$ cat src/rtl/regfile_write_arbiter.sv
// Arbitrates the single register-file write port between the WB stage and queued aux results.
// WB passes through with zero latency. A starvation counter forces one WB hold so that queued aux results retire.
module regfile_write_arbiter #(
    parameter int FIFO_DEPTH   = 2,
    parameter int STARVE_LIMIT = 8
) (
    input  logic        clock,
    input  logic        reset,
    input  logic        wb_write_enabled,
    input  logic [4:0]  wb_write_address,
    input  logic [3:0]  wb_write_strobe,
    input  logic [31:0] wb_write_data,
    output logic        wb_hold,
    input  logic        aux_valid,
    output logic        aux_ready,
    input  logic [4:0]  aux_write_address,
    input  logic [3:0]  aux_write_strobe,
    input  logic [31:0] aux_write_data,
    input  logic        aux_flush,
    output logic        rf_write_enabled,
    output logic [4:0]  rf_write_address,
    output logic [3:0]  rf_write_strobe,
    output logic [31:0] rf_write_data,
    output logic        rf_grant_aux,
    output logic [31:0] pending_mask
);

    localparam int AW = $clog2(FIFO_DEPTH);
    localparam int CW = AW + 1;
    localparam int SW = $clog2(STARVE_LIMIT + 1);

    typedef enum logic [1:0] {
        ST_IDLE    = 2'd0,
        ST_PENDING = 2'd1,
        ST_FORCE   = 2'd2
    } state_e;

    state_e          state_q, state_d;
    logic [AW-1:0]   wr_ptr_q, wr_ptr_d;
    logic [AW-1:0]   rd_ptr_q, rd_ptr_d;
    logic [CW-1:0]   count_q, count_d;
    logic [SW-1:0]   starve_q, starve_d;
    logic [4:0]      addr_q [FIFO_DEPTH];
    logic [3:0]      strb_q [FIFO_DEPTH];
    logic [31:0]     data_q [FIFO_DEPTH];

    logic            empty_s;
    logic            full_s;
    logic            force_s;
    logic            push_hs_s;
    logic            push_en_s;
    logic            pop_s;
    logic [AW-1:0]   off_s;
    logic [31:0]     mask_s;

    assign empty_s   = (count_q == CW'(0));
    assign full_s    = (count_q == CW'(FIFO_DEPTH));
    assign force_s   = (state_q == ST_FORCE);
    assign aux_ready = !reset && !full_s && !aux_flush;
    assign push_hs_s = aux_valid && aux_ready;
    // Null writes complete the handshake but never occupy a slot.
    assign push_en_s = push_hs_s && (aux_write_address != 5'd0) && (aux_write_strobe != 4'd0);
    assign pop_s        = !reset && !empty_s && (force_s || !wb_write_enabled);
    assign wb_hold      = !reset && force_s;
    assign rf_grant_aux = pop_s;

    // FIFO pointer, occupancy and starvation counter next-state.
    always_comb begin
        wr_ptr_d = wr_ptr_q;
        rd_ptr_d = rd_ptr_q;
        count_d  = count_q;
        starve_d = starve_q;
        if (aux_flush) begin
            wr_ptr_d = '0;
            rd_ptr_d = '0;
            count_d  = '0;
            starve_d = '0;
        end else begin
            if (push_en_s) wr_ptr_d = wr_ptr_q + AW'(1);
            else           wr_ptr_d = wr_ptr_q;
            if (pop_s) rd_ptr_d = rd_ptr_q + AW'(1);
            else       rd_ptr_d = rd_ptr_q;
            count_d = count_q + CW'(push_en_s) - CW'(pop_s);
            if (pop_s || empty_s)                      starve_d = '0;
            else if (starve_q != SW'(STARVE_LIMIT))    starve_d = starve_q + SW'(1);
            else                                       starve_d = starve_q;
        end
    end

    // State follows the next occupancy and counter, so FORCE lasts one cycle per starved head.
    always_comb begin
        state_d = ST_IDLE;
        if (count_d == CW'(0))                 state_d = ST_IDLE;
        else if (starve_d == SW'(STARVE_LIMIT)) state_d = ST_FORCE;
        else                                   state_d = ST_PENDING;
    end

    // State, pointer and FIFO storage registers.
    always_ff @(posedge clock or posedge reset) begin
        if (reset) begin
            state_q  <= ST_IDLE;
            wr_ptr_q <= '0;
            rd_ptr_q <= '0;
            count_q  <= '0;
            starve_q <= '0;
            for (int i = 0; i < FIFO_DEPTH; i++) begin
                addr_q[i] <= 5'd0;
                strb_q[i] <= 4'd0;
                data_q[i] <= 32'd0;
            end
        end else begin
            state_q  <= state_d;
            wr_ptr_q <= wr_ptr_d;
            rd_ptr_q <= rd_ptr_d;
            count_q  <= count_d;
            starve_q <= starve_d;
            if (push_en_s) begin
                addr_q[wr_ptr_q] <= aux_write_address;
                strb_q[wr_ptr_q] <= aux_write_strobe;
                data_q[wr_ptr_q] <= aux_write_data;
            end
        end
    end

    // Write-port mux: FIFO head when granted, otherwise WB pass-through.
    always_comb begin
        rf_write_enabled = 1'b0;
        rf_write_address = 5'd0;
        rf_write_strobe  = 4'd0;
        rf_write_data    = 32'd0;
        if (pop_s) begin
            rf_write_enabled = 1'b1;
            rf_write_address = addr_q[rd_ptr_q];
            rf_write_strobe  = strb_q[rd_ptr_q];
            rf_write_data    = data_q[rd_ptr_q];
        end else if (!reset && wb_write_enabled) begin
            rf_write_enabled = 1'b1;
            rf_write_address = wb_write_address;
            rf_write_strobe  = wb_write_strobe;
            rf_write_data    = wb_write_data;
        end else begin
            rf_write_enabled = 1'b0;
        end
    end

    // Pending mask from registered FIFO contents only.
    always_comb begin
        mask_s = 32'd0;
        off_s  = '0;
        for (int i = 0; i < FIFO_DEPTH; i++) begin
            off_s = AW'(i) - rd_ptr_q;
            if ({1'b0, off_s} < count_q) mask_s = mask_s | (32'd1 << addr_q[i]);
            else                         mask_s = mask_s;
        end
        pending_mask = reset ? 32'd0 : (mask_s & ~32'd1);
    end

endmodule

$ cat config.mk
export PLATFORM = sky130hd
export DESIGN_NAME = regfile_write_arbiter
export DESIGN_NICKNAME = d
export VERILOG_FILES = /design/src/rtl/regfile_write_arbiter.sv
export SDC_FILE = /design/constraint.sdc
export NUM_CORES = 1
export LEC_CHECK = 0
export CORE_ASPECT_RATIO = 0.75
export CORE_UTILIZATION = 51
export DETAILED_ROUTE_END_ITERATION = 6
export GPL_TIMING_DRIVEN = 0
export HOLD_SLACK_MARGIN = 0.06
export PLACE_DENSITY = 0.84
export SKIP_LAST_GASP = 1
export SYNTH_ARGS = -nofsm -noshare
export SYNTH_HDL_FRONTEND = slang
export SYNTH_SLANG_ARGS = --single-unit
$ cat constraint.sdc
create_clock -name clock -period 9.56 [get_ports clock]
set_clock_uncertainty 0.1 [all_clocks]
set_input_delay 2.868 -clock clock [delete_from_list [all_inputs] [get_ports clock]]
set_output_delay 2.868 -clock clock [all_outputs]
set_load 0.005 [all_outputs]
==> flow_summary.json, run 1 <==
{
  "slew_headroom_pct": 20.2,
  "first_pass_iters": 7,
  "antenna_cells": 0,
  "grt_pass1_wl_mm": 23.4,
  "routed_wl_mm": 14.9,
  "antenna_found_initial": 0,
  "place_inst": 780,
  "cpMaxStageDelayCell": "clkdlybuf4s50_1",
  "design.core.area_mm2": 0.00989,
  "cts_made_buffers": 9,
  "drive_above_1_share_pct": 16.7,
  "globalplace.congestion": 0.853,
  "nNetsFinal": 750,
  "clock_path_buffers": 2,
  "cp-end-kind": "output port",
  "io_buffers": 161,
  "grt_max_degree": 77,
  "chipWidth_um": 120,
  "report.final.slew_viol_count": 0,
  "vias": 4592,
  "design_area_mm2": 0.00740,
  "cts_tree": "yes",
  "hpwl_mm": 11.2,
  "synth_warnings": 0,
  "path_clk_slew_ns": 0.06,
  "hold_violations": 0,
  "seq_area_frac_synth_pct": 43.2,
  "ctsResizeCount": 0,
  "route.detailed.drc": 0,
  "grt_pass1_vias": 4672,
  "fmax_mhz": 117,
  "critPathMaxStageDelay_ns": 0.57,
  "wl_per_cell_um": 18.8,
  "setup_viol": 0,
  "rr_worst_depth": 12,
  "peakVddDrop_mv": 0.136,
  "viasPerCell": 5.78,
  "dieArea_mm2": 0.0109,
  "hold_path_depth": 1,
  "grt_usage_pct": 27.6,
  "ant_nets": 0,
  "worst_slack_ns": 0.994,
  "syn_area_mm2": 0.00533,
  "die_height_um": 90.6,
  "dr.first_iter.drc_count": 285,
  "fin_tns_setup_ns": 0,
  "crit_arrival_ns": 5.60,
  "tightest_slew_ns": 1.19,
  "clkSinkCount": 92,
  "hp-class": "flip-flop to flip-flop",
  "finalNonFillerCells": 795,
  "cts_setup_buffers": 0,
  "critPathMaxFanout": 10,
  "status": "completed",
  "io_pins": 164,
  "cp-start-kind": "input port",
  "yosysUniqueCellTypes": 43,
  "clk_latency_ns": 0.34,
  "crit_chain": "clkdlybuf4s50_1 > clkbuf_1 > a211o_1 > clkbuf_1 > clkbuf_1 > nand3_1 > o21ai_0 > clkdlybuf4s50_1",
  "syn-num-nets": 577,
  "postCtsHoldBufs": 0,
  "p_leak_nw": 3.11,
  "cp_common_cell": "clkbuf_1",
  "pre_cts_ws_ns": 1.07,
  "place_area_mm2": 0.00714,
  "p_per_area_mw_per_mm2": 161,
  "grt-ovfl-total": 0,
  "rows": 31,
  "crit_type": "input port to output port",
  "syn_area_per_cell_um2": 11.0,
  "root_buffer": "clkbuf_16",
  "synthCells": 486,
  "required_ns": 6.59,
  "start_util_pct": 53.9,
  "max-cap-violations": 0,
  "ys_ff_latch": 92,
  "finalCriticalPeriod_ns": 8.57,
  "syn_to_final_growth_pct": 38.8,
  "rsz0062_at_grt": "no",
  "htree_levels": 3,
  "timing.final.crit_share_pct": 89.6
}
routing by layer:
layer	vias up	part of all wire [%]	wire (um)	global-route usage (%)
met3	37	5.6	837	5.74
met4	0	3.0	448	11.0
met1	2273	43	6410	35.4
met2	182	48	7220	45.5
met5	-	0	0	0
li1	2100	-	-	-
worst paths after layout:
kind	from	to	slack [ns]
hold reg to reg	data_q[4]	data_q[4]	0.41
setup reg to reg	count_q[1]	state_q[1]	6.49
max in group asynchronous	reset	data_q[35]	5.45
setup / recovery	reset	rf_write_strobe[3]	0.99
min in group asynchronous	reset	starve_q[2]	3.27
hold / removal	data_q[4]	data_q[4]	0.41
worst max-delay path: cells and delay by family:
kind / cells / cell delay, ns
AND/OR/NAND/NOR: 1 / 0.16
buffers and inverters: 5 / 2.27
AO/OA/AOI/OAI: 2 / 0.30
registers in the layout, indices dropped and copies added, names as in the netlist:
signal	count
rd_ptr_q	1
starve_q	4
count_q	2
state_q	2
addr_q	10
strb_q	8
wr_ptr_q	1
data_q	64
cell families after synthesis:
kind of cell	Yosys count	synth area share, %
other	1	0.0703
adder cells (fa/ha/maj)	4	0.938
AO/OA/AOI/OAI	87	10.3
multiplexers	124	27.9
flip-flops	92	43.2
XOR/XNOR	4	0.657
AND/OR/NAND/NOR	123	11.8
buffers and inverters	51	5.14
stage by stage:
stage / utilization, % / hold WS [ns] / power, W
detailed placement: 72.2 / 0.396 / 0.000880
CTS: 74.8 / 0.409 / 0.00120
global placement: 71.9 / 0.388 / 0.000855
global route: 74.8 / 0.418 / 0.00125
finish: 74.8 / 0.406 / 0.00119
floorplan: - / 0.379 / 0.000744
report_power, final:
group	switching [W]	leakage, nW	internal, W
clock network	0.000141	0.129	0.000175
registers	0.0000521	1.17	0.000477
logic	0.000148	1.81	0.000202
total	0.000341	3.11	0.000853
cells in the final DEF (no fill, tap or decap), types with 5 or more instances in the layout:
cell	netlist	layout
nor2_1	41	41
a22oi_1	31	31
clkbuf_1	21	23
clkdlybuf4s50_1	0	161
buf_1	10	10
dfrtp_1	92	92
buf_2	5	5
o21ai_0	43	43
mux2_2	43	43
mux2_4	39	39
mux2i_1	42	42
and3b_1	5	5
clkbuf_16	0	9
nor3b_1	8	8
nor3_1	5	5
inv_1	8	7
nand3_1	44	44
final cells by class:
| class | instances | area, um^2 |
|---|---|---|
| multi-input cells | 343 | 2760 |
| fillers | 675 | 2490 |
| flip-flops and latches | 92 | 2300 |
| repair buffers | 162 | 1640 |
| plain buffers | 42 | 240 |
| clock buffers | 11 | 233 |
| well taps | 132 | 165 |
| inverters | 9 | 36.3 |
| clock inverters | 4 | 27.5 |
Yosys cell counts, drive strengths merged:
| cell type | instances | area, um^2 |
|---|---|---|
| or4 | 1 | 7.51 |
| a31oi | 1 | 6.26 |
| mux2i | 42 | 420 |
| or2 | 1 | 6.26 |
| inv | 9 | 33.8 |
| conb | 1 | 3.75 |
| nor4bb | 1 | 10.0 |
| xor2 | 1 | 8.76 |
| nor4 | 1 | 6.26 |
| or3 | 2 | 12.5 |
| a2111o | 1 | 11.3 |
| a22oi | 31 | 233 |
| nor3 | 5 | 25.0 |
| ha | 4 | 50.1 |
| dfrtp | 92 | 2300 |
| nor3b | 9 | 72.6 |
| nor2b | 2 | 12.5 |
| a211o | 1 | 8.76 |
| nand3 | 44 | 220 |
| and3b | 5 | 43.8 |
| o21ai | 43 | 215 |
| a211oi | 3 | 22.5 |
| o211a | 2 | 20.0 |
| mux2 | 82 | 1070 |
| clkbuf | 21 | 78.8 |
| a21oi | 3 | 15.0 |
| and3 | 3 | 18.8 |
| nand2b | 1 | 6.26 |
| nand2 | 4 | 15.0 |
| buf | 21 | 161 |
| nor2 | 41 | 154 |
| or2b | 1 | 7.51 |
| and2 | 2 | 12.5 |
| o41ai | 1 | 8.76 |
| a21o | 1 | 7.51 |
| xnor2 | 3 | 26.3 |
Power figures use the tool's default switching activity.
==> run 2: changes to the inputs <==
--- a/config.mk
+++ b/config.mk
@@ -6,11 +6,12 @@
 export NUM_CORES = 1
 export LEC_CHECK = 0
 export CORE_ASPECT_RATIO = 0.75
-export CORE_UTILIZATION = 51
+export CORE_UTILIZATION = 55
 export DETAILED_ROUTE_END_ITERATION = 6
+export DONT_BUFFER_PORTS = 1
 export GPL_TIMING_DRIVEN = 0
 export HOLD_SLACK_MARGIN = 0.06
-export PLACE_DENSITY = 0.84
+export PLACE_DENSITY = 0.68
 export SKIP_LAST_GASP = 1
 export SYNTH_ARGS = -nofsm -noshare
 export SYNTH_HDL_FRONTEND = slang
==> flow_summary.json, run 2 (synthesis gave the netlist of run 1 again) <==
{
  "critPathMaxFanout": 10,
  "cp-end-kind": "output port",
  "postCtsHoldBufs": 0,
  "htree_levels": 3,
  "viasPerCell": 6.16,
  "nNetsFinal": 589,
  "finalCriticalPeriod_ns": 7.53,
  "report.final.slew_viol_count": 0,
  "ctsResizeCount": 0,
  "dieArea_mm2": 0.0101,
  "top_register": "data_q",
  "cts_made_buffers": 9,
  "cp_common_cell": "clkbuf_1",
  "grt_pass1_vias": 3604,
  "antenna_found_initial": 0,
  "start_util_pct": 57.8,
  "grt_max_degree": 53,
  "first_pass_iters": 5,
  "required_ns": 6.59,
  "reg_top3": "data_q x64, addr_q x10, strb_q x8",
  "tightest_slew_ns": 1.13,
  "cpMaxStageDelayCell": "buf_1",
  "globalplace.congestion": 0.818,
  "max-cap-violations": 0,
  "routed_wl_mm": 12.6,
  "hpwl_mm": 9.36,
  "crit_chain": "clkbuf_1 > a211o_1 > clkbuf_1 > buf_1 > nand3_1 > o21ai_0",
  "place_area_mm2": 0.00552,
  "layout_common_cells": "dfrtp_1, nand3_1, mux2_2, o21ai_0, mux2i_1",
  "crit_arrival_ns": 4.56,
  "peakVddDrop_mv": 0.151,
  "route.detailed.drc": 0,
  "grt_pass1_wl_mm": 19.3,
  "layout_commonest_cell": "dfrtp_1",
  "largest_reg_flops": 64,
  "finalCoreUtilization_pct": 63.3,
  "cp-start-kind": "input port",
  "clkSinkCount": 92,
  "antenna_cells": 0,
  "wl_per_cell_um": 20.0,
  "die_height_um": 87.3,
  "design.core.area_mm2": 0.00923,
  "design_area_mm2": 0.00585,
  "status": "completed",
  "crit_type": "input port to output port",
  "root_buffer": "clkbuf_16",
  "grt_usage_pct": 25.5,
  "cts_setup_buffers": 0,
  "vias": 3889,
  "cts_tree": "yes",
  "io_pins": 164,
  "rr_worst_depth": 12,
  "timing.final.crit_share_pct": 78.8,
  "drive_above_1_share_pct": 22.7,
  "path_clk_slew_ns": 0.06,
  "setup_viol": 0,
  "fin_tns_setup_ns": 0,
  "clk_latency_ns": 0.34,
  "grt-ovfl-total": 0,
  "rows": 30,
  "rsz0062_at_grt": "no",
  "clock_path_buffers": 2,
  "ant_nets": 0,
  "hold_violations": 0,
  "fmax_mhz": 133,
  "n_fill_cell": 750,
  "io_buffers": 0,
  "syn_to_final_growth_pct": 9.66,
  "chipWidth_um": 116,
  "critPathMaxStageDelay_ns": 0.44,
  "hp-class": "flip-flop to flip-flop",
  "p_per_area_mw_per_mm2": 203,
  "holdWs_ns": 0.406,
  "hold_path_depth": 1,
  "dr.first_iter.drc_count": 238,
  "p_leak_nw": 2.55,
  "slew_headroom_pct": 24.0
}
-- run 2: layout make-up --
class                           count  area [um^2]  area share [%]
Clock inverter                      6         86.3            1.48
Inverter                            9         36.3           0.620
Buffer                             42          240            4.11
Timing Repair Buffer                1         27.5           0.471
Tap cell                          128          160            2.74
Clock buffer                       10          239            4.09
Multi-Input combinational cell    343         2760            47.1
Sequential cell                    92         2300            39.4
-- run 2: final timing paths --
path,startpoint,endpoint,slack [ns]
worst min-delay path,data_q[18],data_q[18],0.41
worst max-delay path,reset,rf_write_address[3],2.03
worst min register to register,data_q[18],data_q[18],0.41
min in group asynchronous,reset,addr_q[1],2.98
worst max register to register,count_q[1],state_q[1],6.43
max in group asynchronous,reset,data_q[55],5.75
-- run 2: worst max-delay path: cells and delay by family --
family          cells  cell delay, ns
compound gates      2            0.36
buf+inv             3            1.13
simple gates        1            0.19
-- run 2: layer usage --
metal	up-vias	part of all wire [%]	track usage [%]
li1	1782	-	-
met4	0	1.2	5.83
met2	181	45	39.6
met1	1912	46	35.4
met5	-	0	0
met3	14	8.2	7.31
-- run 2: metrics by stage --
step                      power, W  std cells  worst slack, ns
after floorplan           0.000744        486             2.60
final                      0.00119        631             2.03
after CTS                  0.00119        631             2.02
after global routing       0.00125        631             1.81
after global placement    0.000790        614             2.10
after detailed placement  0.000807        615             2.02
-- run 2: report_power, final --
| group | internal (W) | switching, W | total, W |
|---|---|---|---|
| registers | 0.000477 | 0.0000499 | 0.000526 |
| clock network | 0.000236 | 0.000147 | 0.000383 |
| logic | 0.000146 | 0.000130 | 0.000276 |
| total | 0.000859 | 0.000326 | 0.00119 |
==> run 3: changes to the inputs <==
==> constraint.sdc (replaced) <==
create_clock -name clock -period 7 [get_ports clock]
set_clock_uncertainty 0.1 [all_clocks]
set_input_delay 2.1 -clock clock [delete_from_list [all_inputs] [get_ports clock]]
set_output_delay 2.1 -clock clock [all_outputs]
set_load 0.005 [all_outputs]
==> results of run 3 <==
The final DEF is identical to that of run 2. Status: completed.
Main changes from that run: setup slack after placement 2.02 ns -> 0.997 ns; setup slack after layout 2.03 ns -> 1.01 ns; register-to-register setup slack 6.43 ns -> 3.87 ns; total power 0.00119 W -> 0.00162 W; worst IR drop on VDD 0.151 mV -> 0.206 mV
